## src/rtl/countdown_timer_if.sv

```systemverilog
// Button/pulse inputs and BCD display outputs of the countdown timer.
// The timer is the slave; the top level (or bench) drives it as master.
interface countdown_timer_if;
  logic       EN1HZ;
  logic       START;
  logic       MINUP;
  logic       SECUP;
  logic       CLR;
  logic [2:0] MINH;
  logic [3:0] MINL;
  logic [2:0] SECH;
  logic [3:0] SECL;
  logic       RUNNING;
  logic       ALARM;

  modport slave (
    input  EN1HZ, START, MINUP, SECUP, CLR,
    output MINH, MINL, SECH, SECL, RUNNING, ALARM
  );

  modport master (
    output EN1HZ, START, MINUP, SECUP, CLR,
    input  MINH, MINL, SECH, SECL, RUNNING, ALARM
  );
endinterface

```

## src/rtl/countdown_timer.sv

```systemverilog
// MM:SS kitchen timer counting down in BCD on the 1 Hz pulse, with a
// self-expiring alarm phase once it reaches 00:00.
module countdown_timer #(
  parameter int ALARM_SECS = 5
) (
  input  logic               CLK,
  input  logic               RST,
  countdown_timer_if.slave   bus
);

  typedef enum logic [1:0] {SET, RUN, PAUSE, ALM} state_t;

  state_t     state_q, state_d;
  logic [2:0] minh_q, minh_d, sech_q, sech_d;
  logic [3:0] minl_q, minl_d, secl_q, secl_d;
  logic [3:0] almCnt_q, almCnt_d;
  logic       running_q, running_d, alarm_q, alarm_d;
  logic       timeZero;

  assign timeZero = (minh_q == 3'd0) && (minl_q == 4'd0) &&
                    (sech_q == 3'd0) && (secl_q == 4'd0);

  // START takes the whole cycle, so MINUP/SECUP/EN1HZ never act alongside it.
  always_comb begin
    state_d  = state_q;
    minh_d   = minh_q;
    minl_d   = minl_q;
    sech_d   = sech_q;
    secl_d   = secl_q;
    almCnt_d = almCnt_q;

    if (bus.CLR) begin
      state_d  = SET;
      minh_d   = 3'd0;
      minl_d   = 4'd0;
      sech_d   = 3'd0;
      secl_d   = 4'd0;
      almCnt_d = 4'd0;
    end else begin
      case (state_q)
        SET: begin
          if (bus.START) begin
            if (!timeZero) state_d = RUN;
          end else begin
            if (bus.MINUP) begin
              if (minl_q == 4'd9) begin
                minl_d = 4'd0;
                minh_d = (minh_q == 3'd5) ? 3'd0 : minh_q + 3'd1;
              end else begin
                minl_d = minl_q + 4'd1;
              end
            end
            if (bus.SECUP) begin
              if (secl_q == 4'd9) begin
                secl_d = 4'd0;
                sech_d = (sech_q == 3'd5) ? 3'd0 : sech_q + 3'd1;
              end else begin
                secl_d = secl_q + 4'd1;
              end
            end
          end
        end
        RUN: begin
          if (bus.START) begin
            state_d = PAUSE;
          end else if (bus.EN1HZ) begin
            if (secl_q != 4'd0) begin
              secl_d = secl_q - 4'd1;
            end else if (sech_q != 3'd0) begin
              sech_d = sech_q - 3'd1;
              secl_d = 4'd9;
            end else begin
              sech_d = 3'd5;
              secl_d = 4'd9;
              if (minl_q != 4'd0) begin
                minl_d = minl_q - 4'd1;
              end else begin
                minl_d = 4'd9;
                minh_d = minh_q - 3'd1;
              end
            end
            if ((minh_d == 3'd0) && (minl_d == 4'd0) &&
                (sech_d == 3'd0) && (secl_d == 4'd0)) begin
              state_d  = ALM;
              almCnt_d = 4'(ALARM_SECS);
            end
          end
        end
        PAUSE: begin
          if (bus.START) state_d = RUN;
        end
        ALM: begin
          if (bus.START) begin
            state_d  = SET;
            almCnt_d = 4'd0;
          end else if (bus.EN1HZ) begin
            if (almCnt_q <= 4'd1) begin
              state_d  = SET;
              almCnt_d = 4'd0;
            end else begin
              almCnt_d = almCnt_q - 4'd1;
            end
          end
        end
        default: state_d = SET;
      endcase
    end

    running_d = (state_d == RUN);
    alarm_d   = (state_d == ALM);
  end

  always_ff @(posedge CLK) begin
    if (RST) begin
      state_q   <= SET;
      minh_q    <= 3'd0;
      minl_q    <= 4'd0;
      sech_q    <= 3'd0;
      secl_q    <= 4'd0;
      almCnt_q  <= 4'd0;
      running_q <= 1'b0;
      alarm_q   <= 1'b0;
    end else begin
      state_q   <= state_d;
      minh_q    <= minh_d;
      minl_q    <= minl_d;
      sech_q    <= sech_d;
      secl_q    <= secl_d;
      almCnt_q  <= almCnt_d;
      running_q <= running_d;
      alarm_q   <= alarm_d;
    end
  end

  assign bus.MINH    = minh_q;
  assign bus.MINL    = minl_q;
  assign bus.SECH    = sech_q;
  assign bus.SECL    = secl_q;
  assign bus.RUNNING = running_q;
  assign bus.ALARM   = alarm_q;

endmodule

```

## src/flat_wrapper.sv

```systemverilog
// flat-port wrapper written by rule: the top's interface ports become plain ports
module countdown_timer_flat 
#(
  parameter int ALARM_SECS = 5
)
  (CLK, RST, bus_EN1HZ, bus_START, bus_MINUP, bus_SECUP, bus_CLR, bus_MINH, bus_MINL, bus_SECH, bus_SECL, bus_RUNNING, bus_ALARM);
  countdown_timer_if bus_i ();
  input  logic CLK;
  input  logic RST;
  input wire logic [$bits(bus_i.EN1HZ)-1:0] bus_EN1HZ;
  input wire logic [$bits(bus_i.START)-1:0] bus_START;
  input wire logic [$bits(bus_i.MINUP)-1:0] bus_MINUP;
  input wire logic [$bits(bus_i.SECUP)-1:0] bus_SECUP;
  input wire logic [$bits(bus_i.CLR)-1:0] bus_CLR;
  output wire logic [$bits(bus_i.MINH)-1:0] bus_MINH;
  output wire logic [$bits(bus_i.MINL)-1:0] bus_MINL;
  output wire logic [$bits(bus_i.SECH)-1:0] bus_SECH;
  output wire logic [$bits(bus_i.SECL)-1:0] bus_SECL;
  output wire logic [$bits(bus_i.RUNNING)-1:0] bus_RUNNING;
  output wire logic [$bits(bus_i.ALARM)-1:0] bus_ALARM;
  assign bus_i.EN1HZ = bus_EN1HZ;
  assign bus_i.START = bus_START;
  assign bus_i.MINUP = bus_MINUP;
  assign bus_i.SECUP = bus_SECUP;
  assign bus_i.CLR = bus_CLR;
  assign bus_MINH = bus_i.MINH;
  assign bus_MINL = bus_i.MINL;
  assign bus_SECH = bus_i.SECH;
  assign bus_SECL = bus_i.SECL;
  assign bus_RUNNING = bus_i.RUNNING;
  assign bus_ALARM = bus_i.ALARM;
  countdown_timer #(.ALARM_SECS(ALARM_SECS)) u_core (.CLK(CLK), .RST(RST), .bus(bus_i));
endmodule
```

## config.mk

```make
export PLATFORM = sky130hd
export DESIGN_NAME = countdown_timer_flat
export DESIGN_NICKNAME = d
export VERILOG_FILES = /design/src/rtl/countdown_timer_if.sv /design/src/rtl/countdown_timer.sv /design/src/flat_wrapper.sv
export SDC_FILE = /design/constraint.sdc
export NUM_CORES = 1
export LEC_CHECK = 0
export ABC_CLOCK_PERIOD_IN_PS = 2700
export BUFFER_PORTS_ARGS = -buffer_cell sky130_fd_sc_hd__buf_2
export CORE_UTILIZATION = 40
export DETAILED_ROUTE_END_ITERATION = 7
export PLACE_DENSITY = 0.61
export SETUP_SLACK_MARGIN = 0.1
export SLEW_MARGIN = 20
export SYNTH_ARGS = -nofsm -noshare
export SYNTH_HDL_FRONTEND = slang
export SYNTH_SLANG_ARGS = --single-unit
```

## constraint.sdc

```tcl
create_clock -name CLK -period 2.7 [get_ports CLK]
set_input_delay 0.675 -clock CLK [delete_from_list [all_inputs] [get_ports CLK]]
set_output_delay 0.675 -clock CLK [all_outputs]
set_load 0.02 [all_outputs]
```

== After elaboration in Yosys (flattened, before gate mapping) ==
Index checks and enable logic that the tools add are counted.
Cells by class
  $add $sub $neg: 9
  order comparisons: 1
  equal/unequal tests: 18
  mux-type cells: 69
  reduce and logical (&&, ||, !) cells: 26
Operator list (number)
  $mux W4: 28
  $mux W3: 25
  $pmux W4 S2: 3
  $mux W2: 10
  $logic_not A4 Y1: 4
  $reduce_and A5 Y1: 3
  $logic_not A3 Y1: 4
  $pmux W3 S2: 2
  $reduce_and A6 Y1: 2
  $sub A4 B1 Y4 const B: 3
  $ne A2 B2 Y1 const B: 5
  $add A4 B1 Y4 const B: 2
  $eq A4 B4 Y1 const B: 2
  $pmux W2 S4: 1
  $reduce_bool A4 Y1: 2
  $add A3 B1 Y3 const B: 2
  $eq A2 B2 Y1 const B: 3
  $eq A3 B3 Y1 const B: 2
  $logic_and A1 B1 Y1: 6
  $ne A2 B1 Y1 const B: 3
  $sub A3 B1 Y3 const B: 2
  $eq A2 B1 Y1 const B: 2
  $le A4 B1 Y1 const B: 1
  $reduce_bool A2 Y1: 2
  4 further kinds: 4
Word-level totals
  flip-flop bits (word level): 22
  input port bits: 7
  word-level logic and storage cells: 131

== Logic depth before layout (Yosys ltp) ==
Gate-level depths: netlist of the first run.
  depth in word-level cells: 18
  gate-level depth with buffers: 7
  gate-level depth less buffers: 7

== Least setup slack after synthesis of the first run ==
OpenSTA, ideal clock, no wires.
  path kind: in2reg
  start: input bus_START
  end: register u_core.minh_q[0] (netlist: u_core.bus.MINH[0])
  library setup time: 67 ps
  arrival: 1854 ps
  path slack: 779 ps
  stages on the path: 5
  path buffers: 0
  cells stage by stage: or2_2 > nor4_4 > a21oi_2 > a311o_1 > a21oi_2
On the way
  cells in the longest elaborated chain, start to end: 2
  elaborated cells between the ends (all ways): 3
  those cells by class: 2 x eq/ne; 1 x reduce/logical
Ends and longest elaborated chain
  start, declared: RTL line flat_wrapper.sv:11  | input wire logic [$bits(bus_i.START)-1:0] bus_START;
  $ne A2 B2 Y1 (no source line)
  $reduce_and A6 Y1 (no source line) *
  end signal, assigned: RTL line countdown_timer.sv:125  | minh_q <= minh_d;
  end, declared: RTL line countdown_timer.sv:14  | logic [2:0] minh_q, minh_d, sech_q, sech_d;
Mark *: on every way between the ends. The rest lies on a longest branch, timed or not.
A chain may end at the register's enable or synchronous reset.

== Worst setup path after layout of the first run ==
  start: input bus_START
  end: register u_core.minl_q[1] (netlist: u_core.bus.MINL[1])
On the way
  cells in the longest elaborated chain, start to end: 2
  elaborated cells between the ends (all ways): 3
  those cells by class: 2 x eq/ne; 1 x reduce/logical
Ends and longest elaborated chain
  $ne A2 B2 Y1 (no source line)
  $reduce_and A5 Y1 (no source line) *
  end signal, assigned: RTL line countdown_timer.sv:126  | minl_q <= minl_d;
  end, declared: RTL line countdown_timer.sv:15  | logic [3:0] minl_q, minl_d, secl_q, secl_d;
Marked as above.

==> impl_metrics.ini, run 1 <==
[status]
outcome = finished, final reports clean

[logic_synthesis]
synth.top_cells.by_area = sky130_fd_sc_hd__dfxtp_1, sky130_fd_sc_hd__a21oi_1, sky130_fd_sc_hd__ha_1, sky130_fd_sc_hd__nor2_1, sky130_fd_sc_hd__nand2_1
synthesis.area_um2 = 1620
post-synth-top-area-cell = sky130_fd_sc_hd__dfxtp_1
synth_top_area_share_pct = 27.18
ys.warnings.count = 0
syn_inst_count = 206
yosys.area_share.adder_pct = 5.405
post_synth_most_frequent_cells = sky130_fd_sc_hd__dfxtp_1, sky130_fd_sc_hd__nor2_1, sky130_fd_sc_hd__a21oi_1
synth_most_common_cell = sky130_fd_sc_hd__dfxtp_1
synth_simple_gate_area_share_pct = 31.20
synth-seq-cells = 22
synthFlopType = sky130_fd_sc_hd__dfxtp_1
net_count_after_synthesis = 220
synth_compound_gate_area_share_pct = 26.56
synthMuxAreaShare_pct = 1.313
synth_xor_xnor_area_share_pct = 2.703
synth_sequential_area_ratio_pct = 27.18
synth_enable_flop_cells = 0
syn-mean-instance-area_um2 = 7.866
async_reset_ff_share_pct = 0
combinational_family_with_the_most_area_after_synthesis = simple AND/OR/NAND/NOR gates
synth.distinct_cells = 58

[floorplanning]
floorplan.die.height_um = 65.65
effective_utilization_at_floorplan_pct = 42.97
row_count = 22
top_level_ports = 23
core_outline_area_um2 = 3771
die_width_um = 65.65
die_area_um2 = 4309

[timing]
fin_skew_ns = 0.007658
max_slew.worst_pin.slew_ns = 0.6476
setup-tns-final_ns = 0
timing.final.crit_share_pct = 72.20
slew_viol_final = 0
timing.final.setup_violations = 0
timing.final.hold_violations = 0
fmax_mhz = 513.0
grt_setup_unrepaired = no
maxSlewHeadroom_pct = 56.67
finalWorstPathRequiredPeriod_ns = 1.949

[placement]
port_buffers = 22
hpwl_um = 2680
gp_routability_congestion = 0.8222

[setup_path]
cp_data_arrival_time_ns = 2.12
startpoint_type = input pin
crit_chain = buf_2, or2_2, a21oi_1, o21a_1, nand2_1, a32o_1
worst_setup_path_end_kind = flip-flop
critical_path_peak_fanout = 15
required_ns = 2.88
worst-setup-path-type = in2reg
largest_stage_delay_on_the_critical_path_ns = 0.37
critical-path-slowest-cell = sky130_fd_sc_hd__a21oi_1

[clocking]
worst_skew_pair.late_latency_ns = 0.27
cts_sinks = 22
cts_hold_repair.buffers = 0
clock_buffers_created_by_tritoncts = 3
deepest_level_of_the_cts_h_tree = 1
cts-resized-gates = 0
clock_path_buffers = 2
cts_tree = done
post_cts_buffers = 0
path_clk_slew_ns = 0.09
root_buffer = sky130_fd_sc_hd__clkbuf_8

[power]
powerDensity_nw_per_um2 = 360.0
power.combinational.fraction_pct = 10.6
seqPwrFrac_pct = 51.3
power_frac_clock_pct = 38.1
fin_total_pwr_uw = 650.5
switching_power_uw = 167.4
switching_share_pct = 25.74
power.internal_uw = 483.0
worst_ir_drop_vdd_v = 0.0001896
p_leak_nw = 0.6719

[detailed_routing]
wl_per_cell_um = 13.94
route.antenna.remaining_nets = 0
routed-via-count = 1553
wirelength_um = 3779
detail_route.iter0.violations = 121
viasPerCell = 5.731
drt_first_pass_iters = 4
drt_drc_violations_left = 0

[layout]
area_overhead_vs_synth_pct = 11.51
fillers = 391
layout-drive-gt1-share_pct = 18.39
layout.core_utilization_pct = 47.91
final_nets = 238
n_antenna_cell = 0

[grt]
initial_antenna_violation_count = 0
grt_start_max_net_pins = 16
grt_usage_pct = 18.74
globalRouteOverflowTotal = 0
grt_pass1_vias = 1317
grt_pass1_wl_um = 6175

[worst_hold_path]
worst_hold_path_type = reg2reg

[flow_run]
max_cap_viol_count = 0
==> sequential cells by signal (all words and copies together), names as in the netlist <==
signal and count:
u_core.state_q 2, u_core.almCnt_q 4, u_core.bus.ALARM 1, u_core.bus.RUNNING 1
u_core.bus.MINL 4, u_core.bus.SECL 4, u_core.bus.MINH 3, u_core.bus.SECH 3
==> power by group through the flow <==
stage / Combinational, mW / Sequential [mW] / Clock, mW
floorplan: 0.0524 / 0.339 / 0
global placement: 0.0687 / 0.341 / 0
detailed placement: 0.0687 / 0.341 / 0
CTS: 0.0691 / 0.334 / 0.257
global route: 0.0756 / 0.335 / 0.270
finish: 0.0691 / 0.334 / 0.248
==> layout make-up <==
type	count	area (um2)	share of cell area, %
tap	48	60.06	3.324
clock buffer	4	55.05	3.047
timing repair buffer	23	117.6	6.510
inverter	12	45.04	2.493
sequential	22	440.4	24.38
multi-input combinational	162	1089	60.25
==> critical path: cells and delay by family <==
family / cells / cell delay [ns]
simple gates: 2 / 0.42
buf+inv: 1 / 0.18
compound gates: 3 / 0.85
==> layout by cell type, fill, tap and decap left out, drive strengths merged, types with 2 or more instances in the layout <==
cell type and instances:
o211ai 2, buf 23, or2 4, ha 7
nor3b 2, clkbuf 4, nor4b 2, inv 12
a211oi 5, o21ai 10, nand3 4, xnor2 5
nand4 3, o22ai 2, nand2b 4, nor3 13
a21oi 21, a32oi 2, nand2 18, o21a 2
dfxtp 22, a32o 2, and3 2, nor2b 2
a31oi 3, nor4 3, a311oi 2, a21o 2
nor2 20
==> kinds of logic after synthesis <==
group / after synthesis
and+or+nand+nor: 85
AOI/OAI and AO/OA: 63
buffers and inverters: 22
DFF: 22
adders and majority gates: 7
xor gates and xnor gates: 5
muxes: 2
==> per-stage QoR <==
| step | cells | area [um2] | hold WS [ns] | setup WS (ns) |
|---|---|---|---|---|
| 2_1_floorplan | 206 | 1620 | 0.4744 | 0.7791 |
| 3_3_place_gp | 267 | 1752 | 0.5112 | 0.4939 |
| 3_5_place_dp | 267 | 1752 | 0.5029 | 0.4746 |
| 4_1_cts | 271 | 1807 | 0.5166 | 0.7641 |
| 5_1_grt | 271 | 1807 | 0.5691 | 0.6362 |
| 6_report | 271 | 1807 | 0.5176 | 0.7507 |
==> final timing paths <==
check                                                startpoint                              end  slack (ns)  cells after the start
worst max-delay path                                  bus_START  u_core.bus.MINL[1]$_SDFFE_PP0P_        0.75                      6
worst min-delay path            u_core.almCnt_q[2]$_SDFFE_PP0P_  u_core.almCnt_q[2]$_SDFFE_PP0P_        0.52                      2
worst max register to register  u_core.bus.SECL[0]$_SDFFE_PP0P_  u_core.bus.MINH[0]$_SDFFE_PP0P_        0.79                      5
worst min register to register  u_core.almCnt_q[2]$_SDFFE_PP0P_  u_core.almCnt_q[2]$_SDFFE_PP0P_        0.52                      2
==> metal layers <==
layer	up-vias	GRT usage (%)	part of all wire (%)
li1	794	-	-
met5	-	0	0
met4	0	4.891	0.95
met1	725	25.92	50
met3	5	3.646	3.8
met2	29	29.34	46
Note: power is estimated with default switching activity, not from simulation.
==> inputs of run 2 (changes only) <==
--- a/config.mk
+++ b/config.mk
@@ -5,11 +5,11 @@
 export SDC_FILE = /design/constraint.sdc
 export NUM_CORES = 1
 export LEC_CHECK = 0
-export ABC_CLOCK_PERIOD_IN_PS = 2700
+export ABC_CLOCK_PERIOD_IN_PS = 1750
 export BUFFER_PORTS_ARGS = -buffer_cell sky130_fd_sc_hd__buf_2
 export CORE_UTILIZATION = 40
 export DETAILED_ROUTE_END_ITERATION = 7
-export PLACE_DENSITY = 0.61
+export PLACE_DENSITY = 0.63
 export SETUP_SLACK_MARGIN = 0.1
 export SLEW_MARGIN = 20
 export SYNTH_ARGS = -nofsm -noshare
==> constraint.sdc (replaced) <==
create_clock -name CLK -period 1.75 [get_ports CLK]
set_input_delay 0.4375 -clock CLK [delete_from_list [all_inputs] [get_ports CLK]]
set_output_delay 0.4375 -clock CLK [all_outputs]
set_load 0.02 [all_outputs]
==> run 2 against run 1 <==
  * Core utilization grew 8.8 points
  * Via count is 9.6% higher
  * Global-route usage grew 1.7 points
  * Clock skew fell by 0.0063 ns
  * Power up 58%
  * Flip-flop and latch count stayed put
  * Combinational power is 100% higher
  * Routed wire length is 9.3% higher
  * Non-clock buffer count up 33
  * Highest routed layer unchanged
  * Largest power group unchanged
==> impl_metrics.ini, run 2 (synthesized netlist as in run 1, its figures left out) <==
[timing]
max_slew.worst_pin.slew_ns = 0.4193
setup-tns-final_ns = 0
maxSlewHeadroom_pct = 71.92
timing.final.hold_violations = 0
slew_viol_final = 0
grt_setup_unrepaired = yes
fin_skew_ns = 0.001373
whs_ns = 0.3559
finalWorstPathRequiredPeriod_ns = 1.662
timing.final.crit_share_pct = 94.97
finalWorstSetupSlack_ns = 0.08802
fmax_mhz = 601.7
timing.final.setup_violations = 0

[clocking]
clock_buffers_created_by_tritoncts = 3
cts_tree = done
root_buffer = sky130_fd_sc_hd__clkbuf_8
clock_path_buffers = 2
worst_skew_pair.late_latency_ns = 0.27
cts_hold_repair.buffers = 0
cts_sinks = 22
path_clk_slew_ns = 0.08
deepest_level_of_the_cts_h_tree = 1

[layout]
fillers = 362
final_nets = 271
final_cell_mix = sky130_fd_sc_hd__buf_4, sky130_fd_sc_hd__buf_2, sky130_fd_sc_hd__nor2_1, sky130_fd_sc_hd__a21oi_1, sky130_fd_sc_hd__nand2_1
layout-drive-gt1-share_pct = 36.72
mostFrequentLayoutCell = sky130_fd_sc_hd__buf_4
n_antenna_cell = 0
area_overhead_vs_synth_pct = 31.97

[setup_path]
startpoint_type = flip-flop
required_ns = 1.92
timing.critical_path.from = u_core.bus.SECH[0]$_SDFFE_PP0P_
regToRegStartpoint = u_core.bus.SECH[0]$_SDFFE_PP0P_
critical_path_peak_fanout = 3
worst_setup_path_end_kind = flip-flop
cp_data_arrival_time_ns = 1.83
worst-setup-path-type = reg2reg

[grt]
initial_antenna_violation_count = 0
grt_usage_pct = 20.43
grt_pass1_wl_um = 6782
grt_start_max_net_pins = 14
globalRouteOverflowTotal = 0
grt_pass1_vias = 1494

[floorplanning]
row_count = 22
top_level_ports = 23
effective_utilization_at_floorplan_pct = 42.97
floorplan.die.height_um = 65.65
core_outline_area_um2 = 3771
die_area_um2 = 4309
die_width_um = 65.65

[worst_hold_path]
worst_hold_path_type = in2reg
timing.hold.worst.start = RST

[detailed_routing]
routed-via-count = 1702
wl_per_cell_um = 13.59
viasPerCell = 5.599
detail_route.iter0.violations = 96
route.antenna.remaining_nets = 0
drt_first_pass_iters = 4
drt_drc_violations_left = 0
wirelength_um = 4131

[placement]
gp_routability_congestion = 0.8403
hpwl_um = 3081
port_buffers = 22
placement.setup.worst_slack_ns = 0.01660

[status]
outcome = finished, final reports clean

[power]
worst_ir_drop_vdd_v = 0.0003569
powerDensity_nw_per_um2 = 482.0
p_leak_nw = 0.8521
fin_total_pwr_mw = 1.031

[flow_run]
max_cap_viol_count = 0
==> run 2: worst paths after layout <==
check,to,slack (ns),depth (start not counted)
max,u_core.almCnt_q[1]$_SDFFE_PP0P_,0.09,5
min,u_core.state_q[1]$_SDFF_PP0_,0.36,2
max reg2reg,u_core.almCnt_q[1]$_SDFFE_PP0P_,0.09,5
min reg2reg,u_core.almCnt_q[2]$_SDFFE_PP0P_,0.52,2
==> run 2: cell type report <==
| class | instances | area [um2] | share of cell area, % |
|---|---|---|---|
| clock buffers | 4 | 55.05 | 2.575 |
| repair buffers | 56 | 372.9 | 17.44 |
| flip-flops and latches | 22 | 459.2 | 21.47 |
| well taps | 48 | 60.06 | 2.809 |
| inverters | 12 | 45.04 | 2.106 |
| multi-input cells | 162 | 1146 | 53.60 |
==> run 2: power breakdown <==
part           switching, mW  internal (mW)
combinational         0.0777         0.0636
clock                  0.181          0.201
sequential           0.00734          0.500
==> run 2: critical path, cell delays in order, from the launching register on <==
cell	delay [ns]
sky130_fd_sc_hd__dfxtp_2	0.32
sky130_fd_sc_hd__or2_4	0.27
sky130_fd_sc_hd__nor4b_4	0.34
sky130_fd_sc_hd__a21oi_1	0.17
sky130_fd_sc_hd__nor2_2	0.16
sky130_fd_sc_hd__a2bb2o_1	0.29
==> run 2: through the flow <==
| step | instance area [um2] | std cells | util, % |
|---|---|---|---|
| 2_1_floorplan | 1640 | 206 | - |
| 3_3_place_gp | 1969 | 294 | 52.22 |
| 4_1_cts | 2058 | 300 | 54.58 |
| 3_5_place_dp | 1969 | 294 | 52.22 |
| 6_report | 2138 | 304 | 56.70 |
| 5_1_grt | 2138 | 304 | 56.70 |
==> run 2: metal layers <==
layer | up-vias | share of wire, % | global-route usage, %
met3 | 4 | 2.1 | 4.340
met2 | 22 | 49 | 33.80
met1 | 814 | 48 | 26.26
li1 | 862 | - | -
met4 | 0 | 1.1 | 5.978
met5 | - | 0 | 0
==> run 2: timing repair <==
item	CTS	global route
endpoints found under the setup margin	6	12
pin swaps	5	7
buffers inserted	2	4
resized for setup	5	14
==> inputs of run 3 (changes only) <==
==> constraint.sdc (replaced) <==
create_clock -name CLK -period 1.75 [get_ports CLK]
set_input_delay 0.0875 -clock CLK [delete_from_list [all_inputs] [get_ports CLK]]
set_output_delay 0.0875 -clock CLK [all_outputs]
set_load 0.02 [all_outputs]
==> run 3 against run 2 <==
  * Core utilization grew 0.13 points
  * Cell count shrank 0.99%
  * Clock power shrank 16%
  * Critical path depth shrank 1
  * Register-to-register slack gained 0.02 ns
  * Hold slack lost 0.15 ns
  * Power shrank 5.6%
  * Sequential share of layout area grew 0.30 points
  * Maximum frequency grew 1.4%
  * Cell area grew 0.23%
  * Highest routed layer unchanged
==> impl_metrics.ini, run 3 (synthesized netlist as in run 1, its figures left out) <==
[clocking]
root_buffer = sky130_fd_sc_hd__clkbuf_8
worst_skew_pair.late_latency_ns = 0.26
deepest_level_of_the_cts_h_tree = 1
clock_path_buffers = 2
cts_sinks = 22
clock_buffers_created_by_tritoncts = 3
path_clk_slew_ns = 0.08
cts_tree = done

[setup_path]
startpoint_type = flip-flop
critical_path_peak_fanout = 4
regToRegStartpoint = u_core.bus.SECL[0]$_SDFFE_PP0P_
crit_chain = or4_4, or3_1, a31oi_1, a21oi_1
r2r_end = u_core.bus.SECH[1]$_SDFFE_PP0P_
rrSetupSlack_ns = 0.11
critical-path-slowest-cell = sky130_fd_sc_hd__or4_4
largest_stage_delay_on_the_critical_path_ns = 0.56
worst_setup_path_end_kind = flip-flop
required_ns = 1.89
worst-setup-path-type = reg2reg
cp_data_arrival_time_ns = 1.78
reg2reg_depth = 4

[detailed_routing]
drt_drc_violations_left = 0
routed-via-count = 1664
viasPerCell = 5.528
drt_first_pass_iters = 4
wl_per_cell_um = 13.95
wirelength_um = 4199
detail_route.iter0.violations = 60
route.antenna.remaining_nets = 0

[power]
powerDensity_nw_per_um2 = 454.1
worst_ir_drop_vdd_v = 0.0002091
p_leak_nw = 0.8394

[layout]
area_overhead_vs_synth_pct = 32.28
final_nets = 269
final_cells = 301
n_antenna_cell = 0
mostFrequentLayoutCell = sky130_fd_sc_hd__buf_4
final_cell_mix = sky130_fd_sc_hd__buf_4, sky130_fd_sc_hd__buf_2, sky130_fd_sc_hd__nor2_1, sky130_fd_sc_hd__nand2_1, sky130_fd_sc_hd__a21oi_1
post-route-cell-area_um2 = 2143
layout-drive-gt1-share_pct = 36.76

[timing]
grt_setup_unrepaired = yes
slew_viol_final = 0
timing.final.crit_share_pct = 93.64
max_slew.worst_pin.slew_ns = 0.4302
maxSlewHeadroom_pct = 71.21
timing.final.setup_violations = 0
finalWorstPathRequiredPeriod_ns = 1.639
fmax_mhz = 610.2
finalWorstSetupSlack_ns = 0.1113
timing.final.hold_violations = 0
setup-tns-final_ns = 0
fin_skew_ns = 0.002380

[floorplanning]
effective_utilization_at_floorplan_pct = 42.97
floorplan.die.height_um = 65.65
die_width_um = 65.65
row_count = 22
top_level_ports = 23
core_outline_area_um2 = 3771
die_area_um2 = 4309

[flow_run]
max_cap_viol_count = 0

[worst_hold_path]
hold_path_end = u_core.bus.ALARM$_SDFF_PP0_
worst_hold_path_type = in2reg
whs_path_depth = 3
timing.hold.worst.start = bus_CLR

[placement]
gp_routability_congestion = 0.8457
hpwl_um = 2901
numPlacedInstances = 288
port_buffers = 22
placement.setup.worst_slack_ns = 0.07667
placed_cell_area_um2 = 1921

[grt]
grt_pass1_vias = 1468
grt-busiest-layer = met2
grt_start_max_net_pins = 16
initial_antenna_violation_count = 0
grt_usage_pct = 19.72
met3_usage_pct = 1.563
use_met2_pct = 32.02
globalRouteOverflowTotal = 0
use_met1_pct = 26.97
grt_pass1_wl_um = 6637

[status]
outcome = finished, final reports clean
-- run 3: how the worst max path moves through the flow --
stage                                    start                               to  slack, ns  depth (start not counted)
6_report       u_core.bus.SECL[0]$_SDFFE_PP0P_  u_core.bus.SECH[1]$_SDFFE_PP0P_       0.11                          4
3_5_place_dp   u_core.bus.MINL[2]$_SDFFE_PP0P_  u_core.almCnt_q[1]$_SDFFE_PP0P_       0.08                          5
3_3_place_gp   u_core.bus.MINL[2]$_SDFFE_PP0P_     u_core.state_q[1]$_SDFF_PP0_        0.1                          5
2_1_floorplan  u_core.bus.MINL[0]$_SDFFE_PP0P_     u_core.state_q[1]$_SDFF_PP0_       0.10                          6
5_1_grt        u_core.bus.MINL[2]$_SDFFE_PP0P_     u_core.state_q[1]$_SDFF_PP0_       0.02                          5
4_1_cts        u_core.bus.MINL[2]$_SDFFE_PP0P_  u_core.almCnt_q[1]$_SDFFE_PP0P_       0.09                          5
-- run 3: per-stage QoR --
step / hold slack [ns] / util [%] / total power, mW
final: 0.2095 / 56.83 / 0.9733
after global routing: 0.2255 / 56.83 / 1.018
after CTS: 0.2081 / 52.65 / 0.9771
after detailed placement: 0.2779 / 50.93 / 0.6504
after global placement: 0.2749 / 50.93 / 0.6506
after floorplan: 0.1521 / - / 0.6050
-- run 3: layout make-up --
type,instances,area (um2)
clock buffers,3,41.29
repair buffers,54,361.6
fillers,351,1628
flip-flops and latches,22,466.7
inverters,12,45.04
well taps,48,60.06
multi-input cells,162,1169
-- run 3: routing by layer --
metal / wire [um] / vias to the layer above / share of wire [%]
met1: 2066 / 766 / 49
met3: 165 / 6 / 3.9
li1: - / 857 / -
met2: 1919 / 35 / 46
met4: 48 / 0 / 1.1
met5: 0 / - / 0
-- run 3: worst max-delay path: cells and delay by family, from the launching register on --
kind	cells	cell delay (ns)
simple gates	2	0.91
flops	1	0.36
compound gates	2	0.25
-- run 3: report_power, final --
group | internal (mW) | leakage (nW) | switching, mW
combinational | 0.0655 | 0.633 | 0.0841
sequential | 0.498 | 0.185 | 0.00505
clock | 0.154 | 0.0216 | 0.167
-- run 3: repair_timing --
action                     4_1_cts  5_1_grt
gates resized for setup          2       26
hold endpoints to repair         1        0
setup buffers                    1        8
setup endpoints to repair        6       15
pin swaps                        2       14
hold buffers                     1        0
